`src/rtl/mem_bus_arbiter_pkg.sv`:
```
// Shared encodings and widths for the external memory bus arbiter.
// The owner codes are one-hot and double as the grant vector.
package mem_bus_arbiter_pkg;

  localparam int MEM_ADDR_W = 23;
  localparam int MEM_DATA_W = 16;

  typedef enum logic [1:0] {
    ARB_IDLE = 2'd0,
    ARB_OWN0 = 2'd1,
    ARB_OWN1 = 2'd2,
    ARB_TURN = 2'd3
  } arb_state_e;

  localparam logic [1:0] OWNER_NONE = 2'b00;
  localparam logic [1:0] OWNER_P0   = 2'b01;
  localparam logic [1:0] OWNER_P1   = 2'b10;

endpackage

```
`src/rtl/mem_pin_mux.sv`:
```
// Selects the current owner's memory pin drives.
// Without an owner, every pin goes to its released level.
module mem_pin_mux
  import mem_bus_arbiter_pkg::*;
(
  input  logic [1:0]            owner_i,
  input  logic                  m0_ce_n_i,
  input  logic                  m0_oe_n_i,
  input  logic                  m0_we_n_i,
  input  logic [MEM_ADDR_W-1:0] m0_addr_i,
  input  logic [MEM_DATA_W-1:0] m0_dout_i,
  input  logic                  m1_ce_n_i,
  input  logic                  m1_oe_n_i,
  input  logic                  m1_we_n_i,
  input  logic [MEM_ADDR_W-1:0] m1_addr_i,
  input  logic [MEM_DATA_W-1:0] m1_dout_i,
  output logic                  ram_ce_n_o,
  output logic                  pcm_ce_n_o,
  output logic                  mem_oe_n_o,
  output logic                  mem_we_n_o,
  output logic [MEM_ADDR_W-1:0] mem_addr_o,
  output logic [MEM_DATA_W-1:0] mem_dout_o
);

  always_comb begin
    ram_ce_n_o = 1'b1;
    pcm_ce_n_o = 1'b1;
    mem_oe_n_o = 1'b1;
    mem_we_n_o = 1'b1;
    mem_addr_o = '0;
    mem_dout_o = '0;
    case (owner_i)
      OWNER_P0: begin
        ram_ce_n_o = m0_ce_n_i;
        mem_oe_n_o = m0_oe_n_i;
        mem_we_n_o = m0_we_n_i;
        mem_addr_o = m0_addr_i;
        mem_dout_o = m0_dout_i;
      end
      OWNER_P1: begin
        pcm_ce_n_o = m1_ce_n_i;
        mem_oe_n_o = m1_oe_n_i;
        mem_we_n_o = m1_we_n_i;
        mem_addr_o = m1_addr_i;
        mem_dout_o = m1_dout_i;
      end
      default: ;
    endcase
  end

endmodule

```
`src/rtl/mem_bus_arbiter.sv`:
```
// Two-port round-robin owner of the external memory pins (port 0 PSRAM, port 1 PCM),
// with idle turnaround between owners and forced revoke of hung owners.
module mem_bus_arbiter
  import mem_bus_arbiter_pkg::*;
#(
  parameter int TURN_CYCLES = 2,
  parameter int HOLD_MAX    = 1024,
  parameter int HOLD_W      = 11
) (
  input  logic                  clk,
  input  logic                  rst_n,
  input  logic                  m0_req,
  input  logic                  m1_req,
  output logic                  m0_gnt,
  output logic                  m1_gnt,
  input  logic                  m0_ce_n,
  input  logic                  m0_oe_n,
  input  logic                  m0_we_n,
  input  logic [MEM_ADDR_W-1:0] m0_addr,
  input  logic [MEM_DATA_W-1:0] m0_dout,
  input  logic                  m1_ce_n,
  input  logic                  m1_oe_n,
  input  logic                  m1_we_n,
  input  logic [MEM_ADDR_W-1:0] m1_addr,
  input  logic [MEM_DATA_W-1:0] m1_dout,
  output logic                  ram_ce_n,
  output logic                  pcm_ce_n,
  output logic                  mem_oe_n,
  output logic                  mem_we_n,
  output logic [MEM_ADDR_W-1:0] mem_addr,
  output logic [MEM_DATA_W-1:0] mem_dout,
  output logic [1:0]            owner,
  output logic                  timeout
);

  localparam logic [HOLD_W-1:0] HOLD_LAST = HOLD_W'(HOLD_MAX - 1);
  localparam logic [HOLD_W-1:0] TURN_LAST = HOLD_W'(TURN_CYCLES - 1);
  localparam logic [HOLD_W-1:0] CNT_ONE   = HOLD_W'(1);

  arb_state_e        state_q, state_d;
  logic [HOLD_W-1:0] cnt_q, cnt_d;
  logic [1:0]        owner_q, owner_d;
  logic [1:0]        block_q, block_d;
  logic              last_q, last_d;
  logic              timeout_q, timeout_d;
  logic [1:0]        req;
  logic [1:0]        elig;
  logic              cur;

  assign req  = {m1_req, m0_req};
  // A port revoked while still requesting stays masked until it lets go once.
  assign elig = req & ~block_q;

  always_comb begin
    state_d   = state_q;
    cnt_d     = cnt_q;
    owner_d   = owner_q;
    last_d    = last_q;
    timeout_d = 1'b0;
    block_d   = block_q & req;
    cur       = (state_q == ARB_OWN1);
    case (state_q)
      ARB_IDLE: begin
        if (elig[0] && (!elig[1] || last_q)) begin
          state_d = ARB_OWN0;
          owner_d = OWNER_P0;
        end else if (elig[1]) begin
          state_d = ARB_OWN1;
          owner_d = OWNER_P1;
        end
      end
      ARB_OWN0, ARB_OWN1: begin
        if (!req[cur] || cnt_q == HOLD_LAST) begin
          state_d = ARB_TURN;
          owner_d = OWNER_NONE;
          cnt_d   = '0;
          last_d  = cur;
          if (req[cur]) begin
            timeout_d    = 1'b1;
            block_d[cur] = 1'b1;
          end
        end else begin
          cnt_d = cnt_q + CNT_ONE;
        end
      end
      ARB_TURN: begin
        if (cnt_q == TURN_LAST) begin
          state_d = ARB_IDLE;
          cnt_d   = '0;
        end else begin
          cnt_d = cnt_q + CNT_ONE;
        end
      end
      default: state_d = ARB_IDLE;
    endcase
  end

  always_ff @(posedge clk or negedge rst_n) begin
    if (!rst_n) begin
      state_q   <= ARB_IDLE;
      cnt_q     <= '0;
      owner_q   <= OWNER_NONE;
      block_q   <= '0;
      last_q    <= 1'b1;
      timeout_q <= 1'b0;
    end else begin
      state_q   <= state_d;
      cnt_q     <= cnt_d;
      owner_q   <= owner_d;
      block_q   <= block_d;
      last_q    <= last_d;
      timeout_q <= timeout_d;
    end
  end

  assign m0_gnt  = owner_q[0];
  assign m1_gnt  = owner_q[1];
  assign owner   = owner_q;
  assign timeout = timeout_q;

  mem_pin_mux u_pin_mux (
    .owner_i    (owner_q),
    .m0_ce_n_i  (m0_ce_n),
    .m0_oe_n_i  (m0_oe_n),
    .m0_we_n_i  (m0_we_n),
    .m0_addr_i  (m0_addr),
    .m0_dout_i  (m0_dout),
    .m1_ce_n_i  (m1_ce_n),
    .m1_oe_n_i  (m1_oe_n),
    .m1_we_n_i  (m1_we_n),
    .m1_addr_i  (m1_addr),
    .m1_dout_i  (m1_dout),
    .ram_ce_n_o (ram_ce_n),
    .pcm_ce_n_o (pcm_ce_n),
    .mem_oe_n_o (mem_oe_n),
    .mem_we_n_o (mem_we_n),
    .mem_addr_o (mem_addr),
    .mem_dout_o (mem_dout)
  );

endmodule

```
`config.mk`:
```
export PLATFORM = sky130hd
export DESIGN_NAME = mem_bus_arbiter
export DESIGN_NICKNAME = d
export VERILOG_FILES = /design/src/rtl/mem_bus_arbiter_pkg.sv /design/src/rtl/mem_pin_mux.sv /design/src/rtl/mem_bus_arbiter.sv
export SDC_FILE = /design/constraint.sdc
export NUM_CORES = 1
export LEC_CHECK = 0
export ABC_AREA = 1
export ABC_CLOCK_PERIOD_IN_PS = 5200
export CAP_MARGIN = 10
export CORE_UTILIZATION = 39
export CTS_CLUSTER_SIZE = 12
export DETAILED_ROUTE_END_ITERATION = 8
export PLACE_DENSITY = 0.88
export SYNTH_ARGS = -nofsm -noshare
export SYNTH_HDL_FRONTEND = slang
export SYNTH_HIERARCHICAL = 1
export SYNTH_SLANG_ARGS = --single-unit
```
`constraint.sdc`:
```
create_clock -name clk -period 5.2 [get_ports clk]
set_clock_uncertainty 0.2 [all_clocks]
set_input_delay 0.78 -clock clk [delete_from_list [all_inputs] [get_ports clk]]
set_output_delay 0.78 -clock clk [all_outputs]
set_load 0.03 [all_outputs]
```
==> results.json, run 1 <==
{
  "status": "completed",
  "nFillCells": 389,
  "grt_pass1_vias": 2277,
  "clock_sinks": 19,
  "netlist_top_cells_count": "nand2_1, inv_1, a21oi_1, dfrtp_1",
  "finalWirelength_um": 6933,
  "diodes": 0,
  "final_net_count": 537,
  "grt-ovfl-total": 0,
  "synth_area_leaders": "nand2_1, dfrtp_1, a21oi_1",
  "crit_path_end": "mem_dout[0]",
  "final-max-slew-violation-count": 0,
  "p_per_area_nw_per_um2": 463.4,
  "avgRoutedWirePerCell_um": 13.67,
  "ys_ff_latch": 19,
  "drive_gt1_frac": 0.07955,
  "startpoint_type": "flip-flop",
  "route.vias.total": 2433,
  "viasPerCell": 4.799,
  "area_delta_synth_final_pct": 66.52,
  "cts_resized": 0,
  "cts_root_buffer": "clkbuf_8",
  "crit_type": "reg2out",
  "clock_latency_ns": 0.26,
  "drtIter0Drc": 89,
  "crit_chain": "inv_1 -> ha_1 -> buf_4 -> nand2_1 -> a21oi_1 -> clkdlybuf4s50_1",
  "die_y_um": 74.07,
  "endpoint_kind": "primary output",
  "final_util": 0.6957,
  "worst_ep_required_time_ns": 4.22,
  "cts_tree": "done",
  "cts_hold_buf": 0,
  "min_period_over_period": 0.7506,
  "yosysTopAreaCellShare": 0.2446,
  "r2r-end": "cnt_q[5]$_DFFE_PN0N_",
  "tns_ns": 0,
  "synth_cells": 315,
  "track_usage": 0.2484,
  "syn_avg_cell_area_um2": 6.431,
  "syn-num-nets": 411,
  "seq_area_frac_synth": 0.2353,
  "cap_violations": 0,
  "gp_congestion": 0.8896,
  "numCtsBuffers": 3,
  "drc": 0,
  "crit_start": "owner[1]$_DFFE_PN0P_",
  "rrSetupSlack_ns": 3.25,
  "std_cell_rows": 25,
  "coreArea_um2": 4848,
  "grt_pass1_wl_um": 10660,
  "slew_headroom": 0.2303,
  "setup_viol_count_final": 0,
  "worst_pin_slew_ns": 1.155,
  "min_period_ns": 3.903,
  "synth_edf_count": 0,
  "drtPass1Iterations": 4,
  "postRouteAntennaNets": 0,
  "synth_area_um2": 2026,
  "io_pins": 136,
  "synth_most_common_cell": "nand2_1",
  "slowest_stage": "ha_1",
  "clock_path_buffers": 2,
  "clkSlewWorstSetupHoldPaths_ns": 0.07,
  "cts_setup_buffers": 0,
  "yosys_warnings": 6,
  "p_leak_nw": 1.402,
  "critPathMaxStageDelay_ns": 0.92,
  "start_util": 0.4178,
  "hold_violations": 0,
  "vdd_drop_max_mv": 0.3900,
  "hpwl_um": 5594,
  "fmax_ghz": 0.2562,
  "r2r_start": "state_q[0]$_DFFE_PN0P_",
  "synth_top_area_cell": "nand2_1",
  "crit_arrival_ns": 2.92,
  "synth_flop_cell": "dfrtp_1",
  "hold_path.class": "reg2reg",
  "numPortBuffers": 135,
  "die_area_um2": 5486,
  "synth_async_sr_flop_share": 1.000,
  "critPathMaxFanout": 35,
  "rr_worst_depth": 10,
  "rsz0062_at_grt": "no",
  "grt_antenna_before_repair": 0,
  "htreeDepth": 1,
  "grt_max_degree": 43,
  "fp.dieW_um": 74.07,
  "synth_cell_types": 29
}
[worst max-delay path, delay by kind of cell (launching register included)]
kind / cells / cell delay (ns)
flops: 1 / 0.43
fa+ha+maj: 1 / 0.92
buf+inv: 3 / 1.08
simple gates: 1 / 0.07
compound gates: 1 / 0.16
[cells in the final DEF, fill, tap and decap left out, types with 5 or more instances in the layout]
| master | synthesis | final |
|---|---|---|
| inv_1 | 34 | 34 |
| a21oi_1 | 33 | 33 |
| nor2_1 | 13 | 13 |
| nand2_1 | 132 | 132 |
| a21oi_2 | 10 | 10 |
| dfrtp_1 | 18 | 18 |
| ha_1 | 8 | 8 |
| clkdlybuf4s50_1 | 0 | 135 |
| nand2_2 | 6 | 6 |
| nand4_1 | 5 | 5 |
| nand3_1 | 13 | 13 |
[logic make-up after synthesis]
kind of cell	share of synthesized area
adders and majority gates	0.04942
DFF	0.2353
and+or+nand+nor	0.4040
buffers and inverters	0.1458
xor gates and xnor gates	0.02162
AOI/OAI and AO/OA	0.1439
[worst min path at each step]
stage	start	to	slack, ns	cells after the start
2_1_floorplan	state_q[0]$_DFFE_PN0P_	state_q[0]$_DFFE_PN0P_	0.27	2
3_3_place_gp	last_q$_DFFE_PN1P_	last_q$_DFFE_PN1P_	0.30	2
3_5_place_dp	last_q$_DFFE_PN1P_	last_q$_DFFE_PN1P_	0.31	2
4_1_cts	block_q[0]$_DFF_PN0_	block_q[0]$_DFF_PN0_	0.32	2
5_1_grt	last_q$_DFFE_PN1P_	last_q$_DFFE_PN1P_	0.34	2
6_report	last_q$_DFFE_PN1P_	last_q$_DFFE_PN1P_	0.31	2
[stage by stage]
stage / cells / total power, W / hold WS, ns / instance area (µm²) / worst slack [ns]
final: 507 / 0.001563 / 0.3145 / 3373 / 1.297
after global placement: 503 / 0.001427 / 0.2995 / 3328 / 1.624
after detailed placement: 503 / 0.001455 / 0.3060 / 3328 / 1.566
after global routing: 507 / 0.001689 / 0.3378 / 3373 / 1.093
after floorplan: 315 / 0.001084 / 0.2682 / 2026 / 2.593
after CTS: 507 / 0.001569 / 0.3193 / 3373 / 1.267
[routing by layer]
layer / vias to the layer above / wire length [µm] / share of wire / global-route usage
li1: 1229 / - / - / -
met1: 1094 / 2778 / 0.40 / 0.2903
met2: 91 / 3405 / 0.49 / 0.4364
met3: 19 / 537 / 0.077 / 0.05420
met4: 0 / 212 / 0.031 / 0.1068
met5: - / 0 / 0 / 0
[flip-flops by register name, indices dropped and copies added (netlist names)]
register	count
last_q	1
owner	2
timeout	1
cnt_q	11
state_q	2
block_q	2
[where the power goes]
| group | switching (W) | leakage [nW] | internal, W | total, W |
|---|---|---|---|---|
| Combinational | 0.000772 | 1.13 | 0.000462 | 0.00123 |
| Clock | 0.0000533 | 0.0228 | 0.0000546 | 0.000108 |
| Sequential | 0.0000344 | 0.252 | 0.000186 | 0.000220 |
| Total | 0.000860 | 1.40 | 0.000703 | 0.00156 |
[final cells by class]
cell class                 instances  area (µm²)  share of cell area
sequential                        19       476.7              0.1413
multi-input combinational        243        1254              0.3717
timing repair buffer             138        1374              0.4073
clock buffer                       4       45.04             0.01335
inverter                          36       140.1             0.04154
tap                               67       83.83             0.02485
(Power assumes the default switching activity.)
==> inputs of run 2 (changes only) <==
--- a/config.mk
+++ b/config.mk
@@ -6,12 +6,12 @@
 export NUM_CORES = 1
 export LEC_CHECK = 0
 export ABC_AREA = 1
-export ABC_CLOCK_PERIOD_IN_PS = 5200
+export ABC_CLOCK_PERIOD_IN_PS = 3600
 export CAP_MARGIN = 10
-export CORE_UTILIZATION = 39
+export CORE_UTILIZATION = 36
 export CTS_CLUSTER_SIZE = 12
 export DETAILED_ROUTE_END_ITERATION = 8
-export PLACE_DENSITY = 0.88
+export PLACE_DENSITY = 0.82
 export SYNTH_ARGS = -nofsm -noshare
 export SYNTH_HDL_FRONTEND = slang
 export SYNTH_HIERARCHICAL = 1
==> constraint.sdc (replaced) <==
create_clock -name clk -period 3.6 [get_ports clk]
set_clock_uncertainty 0.2 [all_clocks]
set_input_delay 0.54 -clock clk [delete_from_list [all_inputs] [get_ports clk]]
set_output_delay 0.54 -clock clk [all_outputs]
set_load 0.03 [all_outputs]
==> run 2 against run 1 <==
  * Clock power increased by 44%
  * First-iteration DRC count is 45% lower
  * Utilization decreased by 5.5 points
  * Sequential share of layout area hardly changed
  * Register-to-register slack worse by 1.6 ns
  * Clock-buffer cell count down 1
  * Routed wire length grew 0.14%
==> results.json, run 2 (same netlist as run 1, synthesis figures left out) <==
{
  "status": "completed",
  "numPortBuffers": 135,
  "grt_pass1_vias": 2367,
  "final-max-slew-violation-count": 0,
  "start_util": 0.3844,
  "final_net_count": 537,
  "grt.busiest_layer": "met2",
  "grt_pass1_wl_um": 11160,
  "gr-usage-met1": 0.2495,
  "place_ws_ns": 0.4938,
  "die_y_um": 77.01,
  "layout_setup_ws_ns": 0.2276,
  "crit_type": "reg2out",
  "largest_reg_flops": 11,
  "clock_sinks": 19,
  "finalWirelength_um": 6943,
  "startpoint_type": "flip-flop",
  "route.vias.total": 2457,
  "clkSlewWorstSetupHoldPaths_ns": 0.07,
  "die_area_um2": 5931,
  "met2_usage": 0.4125,
  "track_usage": 0.2347,
  "fp.dieW_um": 77.01,
  "gp_congestion": 0.8816,
  "diodes": 0,
  "hold_path.class": "reg2reg",
  "avgRoutedWirePerCell_um": 13.61,
  "hpwl_um": 5517,
  "endpoint_kind": "primary output",
  "clock_path_buffers": 2,
  "area_delta_synth_final_pct": 66.77,
  "numCtsBuffers": 3,
  "worst_pin_slew_ns": 0.8625,
  "cts_setup_buffers": 0,
  "tns_ns": 0,
  "cts_hold_buf": 0,
  "vdd_drop_max_mv": 0.5037,
  "grt_antenna_before_repair": 0,
  "viasPerCell": 4.818,
  "setup_viol_count_final": 0,
  "top_register": "cnt_q",
  "drc": 0,
  "cts_resized": 0,
  "drtIter0Drc": 49,
  "drtPass1Iterations": 4,
  "drive_gt1_frac": 0.08182,
  "layout_commonest_cell": "clkdlybuf4s50_1",
  "min_period_over_period": 0.9368,
  "clock_latency_ns": 0.27,
  "fmax_ghz": 0.2965,
  "p_per_area_nw_per_um2": 663.2,
  "rsz0062_at_grt": "no",
  "cap_violations": 0,
  "htreeDepth": 1,
  "cts_root_buffer": "clkbuf_8",
  "grt-ovfl-total": 0,
  "min_period_ns": 3.372,
  "io_pins": 136,
  "final_cell_mix": "clkdlybuf4s50_1, nand2_1, inv_1",
  "use_met3": 0.05952,
  "crit_arrival_ns": 2.63,
  "coreArea_um2": 5270,
  "p_leak_nw": 1.405,
  "slew_headroom": 0.4250,
  "hold_violations": 0,
  "critPathMaxFanout": 25,
  "std_cell_rows": 26,
  "postRouteAntennaNets": 0,
  "worst_ep_required_time_ns": 2.86,
  "cts_tree": "done",
  "grt_max_degree": 43
}
## run 2: report_power, final
group	switching [W]	internal, W	leakage (nW)
clock network	0.0000776	0.0000773	0.0255
registers	0.0000444	0.000269	0.252
logic	0.00111	0.000664	1.13
## run 2: path summary, 6_finish.rpt
path / cells after the start / slack (ns) / to / start
min in group asynchronous: 1 / 0.55 / state_q[1]$_DFFE_PN0P_ / rst_n
worst min-delay path: 2 / 0.31 / state_q[0]$_DFFE_PN0P_ / state_q[0]$_DFFE_PN0P_
worst min register to register: 2 / 0.31 / state_q[0]$_DFFE_PN0P_ / state_q[0]$_DFFE_PN0P_
worst max-delay path: 5 / 0.23 / mem_addr[5] / owner[0]$_DFFE_PN0P_
worst max register to register: 10 / 1.68 / cnt_q[5]$_DFFE_PN0N_ / state_q[1]$_DFFE_PN0P_
max in group asynchronous: 1 / 2.13 / block_q[0]$_DFF_PN0_ / rst_n
## run 2: cell type report
class / instances / area, µm²
Fill cell: 444 / 1892
Timing Repair Buffer: 138 / 1374
Multi-Input combinational cell: 243 / 1254
Sequential cell: 19 / 476.7
Inverter: 36 / 140.1
Tap cell: 70 / 87.58
Clock buffer: 3 / 41.29
Clock inverter: 1 / 5.005
## run 2: per-layer routing
metal,wire [µm],vias up,share of wire
li1,-,1231,-
met1,2689,1087,0.39
met2,3303,104,0.48
met3,577,35,0.083
met4,373,0,0.054
met5,0,-,0
## run 2: per-stage QoR
stage,cell area [µm²],util,hold WS (ns),power [W],instances
6_report,3378,0.6410,0.3066,0.002240,510
5_1_grt,3378,0.6410,0.3384,0.002411,510
4_1_cts,3378,0.6410,0.3089,0.002253,510
3_5_place_dp,3332,0.6322,0.2946,0.002091,506
3_3_place_gp,3332,0.6322,0.2932,0.002067,506
2_1_floorplan,2026,-,0.04441,0.001565,315
## run 2: worst max-delay path, stage by stage (launching register included)
cell and delay (ns):
dfrtp_1 0.41, inv_1 0.06, ha_1 0.85, buf_4 0.36, a21oi_1 0.08, clkdlybuf4s50_1 0.60
==> inputs of run 3 (changes only) <==
--- a/config.mk
+++ b/config.mk
@@ -6,10 +6,10 @@
 export NUM_CORES = 1
 export LEC_CHECK = 0
 export ABC_AREA = 1
-export ABC_CLOCK_PERIOD_IN_PS = 3600
+export ABC_CLOCK_PERIOD_IN_PS = 3420
 export CAP_MARGIN = 10
 export CORE_UTILIZATION = 36
-export CTS_CLUSTER_SIZE = 12
+export CTS_CLUSTER_SIZE = 24
 export DETAILED_ROUTE_END_ITERATION = 8
 export PLACE_DENSITY = 0.82
 export SYNTH_ARGS = -nofsm -noshare
==> constraint.sdc (replaced) <==
create_clock -name clk -period 3.42 [get_ports clk]
set_clock_uncertainty 0.2 [all_clocks]
set_input_delay 0.513 -clock clk [delete_from_list [all_inputs] [get_ports clk]]
set_output_delay 0.513 -clock clk [all_outputs]
set_load 0.03 [all_outputs]
==> run 3 against run 2 <==
  * Register-to-register slack got worse by 0.17 ns
  * Design area increased by 0.78%
  * Utilization increased by 0.50 points
  * Routed wire length increased by 1.2%
  * Largest cell class unchanged
==> results.json, run 3 (same netlist as run 1, synthesis figures left out) <==
{
  "largest_reg_flops": 11,
  "endpoint_kind": "primary output",
  "coreArea_um2": 5270,
  "vdd_drop_max_mv": 0.5998,
  "cts_root_buffer": "clkbuf_8",
  "slew_headroom": 0.4272,
  "setup_viol_count_final": 0,
  "worst_pin_slew_ns": 0.8565,
  "finish.instance_area_um2": 3405,
  "drtPass1Iterations": 4,
  "numPortBuffers": 135,
  "grt_pass1_wl_um": 10920,
  "die_y_um": 77.01,
  "die_area_um2": 5931,
  "clock_latency_ns": 0.26,
  "fmax_ghz": 0.3207,
  "critPathMaxFanout": 18,
  "min_period_ns": 3.118,
  "startpoint_type": "flip-flop",
  "whs_ns": 0.3160,
  "viasPerCell": 4.762,
  "postRouteAntennaNets": 0,
  "drtIter0Drc": 82,
  "diodes": 0,
  "final_util": 0.6460,
  "final_net_count": 539,
  "rsz0062_at_grt": "no",
  "avgRoutedWirePerCell_um": 13.73,
  "p_per_area_nw_per_um2": 707.5,
  "grt_max_degree": 43,
  "io_pins": 136,
  "route.vias.total": 2438,
  "hold_path.class": "reg2reg",
  "final-max-slew-violation-count": 0,
  "grt_antenna_before_repair": 0,
  "clock_sinks": 19,
  "p_leak_nw": 1.416,
  "status": "completed",
  "finalWirelength_um": 7028,
  "cts_resized": 0,
  "start_util": 0.3844,
  "cts_setup_buffers": 0,
  "clock_path_buffers": 2,
  "drc": 0,
  "gp_congestion": 0.8729,
  "grt_pass1_vias": 2303,
  "layout_commonest_cell": "clkdlybuf4s50_1",
  "hold_violations": 0,
  "final_cell_mix": "clkdlybuf4s50_1, nand2_1, inv_1",
  "worst_ep_required_time_ns": 2.71,
  "cts_tree": "done",
  "drive_gt1_frac": 0.08371,
  "min_period_over_period": 0.9117,
  "cap_violations": 0,
  "tns_ns": 0,
  "htreeDepth": 1,
  "crit_type": "reg2out",
  "std_cell_rows": 26,
  "grt-ovfl-total": 0,
  "track_usage": 0.2289,
  "cts_hold_buf": 0,
  "hpwl_um": 5717,
  "clkSlewWorstSetupHoldPaths_ns": 0.07,
  "numCtsBuffers": 3,
  "crit_arrival_ns": 2.40,
  "dpl_cell_area_um2": 3359,
  "fp.dieW_um": 77.01,
  "area_delta_synth_final_pct": 68.07,
  "top_register": "cnt_q"
}
## run 3: cell count changes in the layout (fill, tap and decap cells not counted)
cell | previous run | this run
buf_12 | 0 | 1
clkbuf_1 | 0 | 1
buf_4 | 3 | 4
clkinv_2 | 1 | 0
## run 3: power by group
| part | internal (W) | total (W) | switching, W |
|---|---|---|---|
| Clock | 0.0000830 | 0.000158 | 0.0000755 |
| Combinational | 0.000738 | 0.00192 | 0.00118 |
| Sequential | 0.000283 | 0.000333 | 0.0000499 |
## run 3: worst paths after layout
check                                       startpoint                     end  slack, ns  cells past startpoint
worst max-delay path              owner[0]$_DFFE_PN0P_             mem_addr[6]       0.30                      5
worst min-delay path            state_q[0]$_DFFE_PN0P_  state_q[0]$_DFFE_PN0P_       0.32                      2
worst max register to register  state_q[0]$_DFFE_PN0P_    cnt_q[5]$_DFFE_PN0N_       1.51                     10
worst min register to register  state_q[0]$_DFFE_PN0P_  state_q[0]$_DFFE_PN0P_       0.32                      2
max in group asynchronous                        rst_n    owner[1]$_DFFE_PN0P_       1.95                      1
min in group asynchronous                        rst_n    cnt_q[1]$_DFFE_PN0N_       0.54                      1
## run 3: cell type report
class | instances | area, µm²
Tap cell | 70 | 87.58
Multi-Input combinational cell | 243 | 1254
Clock buffer | 4 | 45.04
Timing Repair Buffer | 140 | 1401
Fill cell | 478 | 1866
Sequential cell | 19 | 476.7
Inverter | 36 | 140.1
## run 3: per-layer routing
metal,GRT usage,up-vias,part of all wire,routed length [µm]
met2,0.4384,88,0.52,3669
met5,0,-,0,0
met4,0.06981,0,0.019,135
met3,0.06548,13,0.083,583
met1,0.2376,1103,0.38,2639
li1,-,1234,-,-
## run 3: worst max-delay path, stage by stage, from the launching register on
cell and delay (ns):
dfrtp_1 0.41, inv_1 0.06, ha_1 0.55, buf_4 0.30, a21oi_1 0.14, clkdlybuf4s50_1 0.69
## run 3: stage by stage
| stage | total power, W | cells | setup slack, ns |
|---|---|---|---|
| final | 0.002409 | 512 | 0.3021 |
| after global routing | 0.002585 | 512 | 0.1448 |
| after CTS | 0.002420 | 512 | 0.2982 |
| after detailed placement | 0.002254 | 508 | 0.5811 |
| after global placement | 0.002215 | 508 | 0.6408 |
| after floorplan | 0.001648 | 315 | 1.080 |
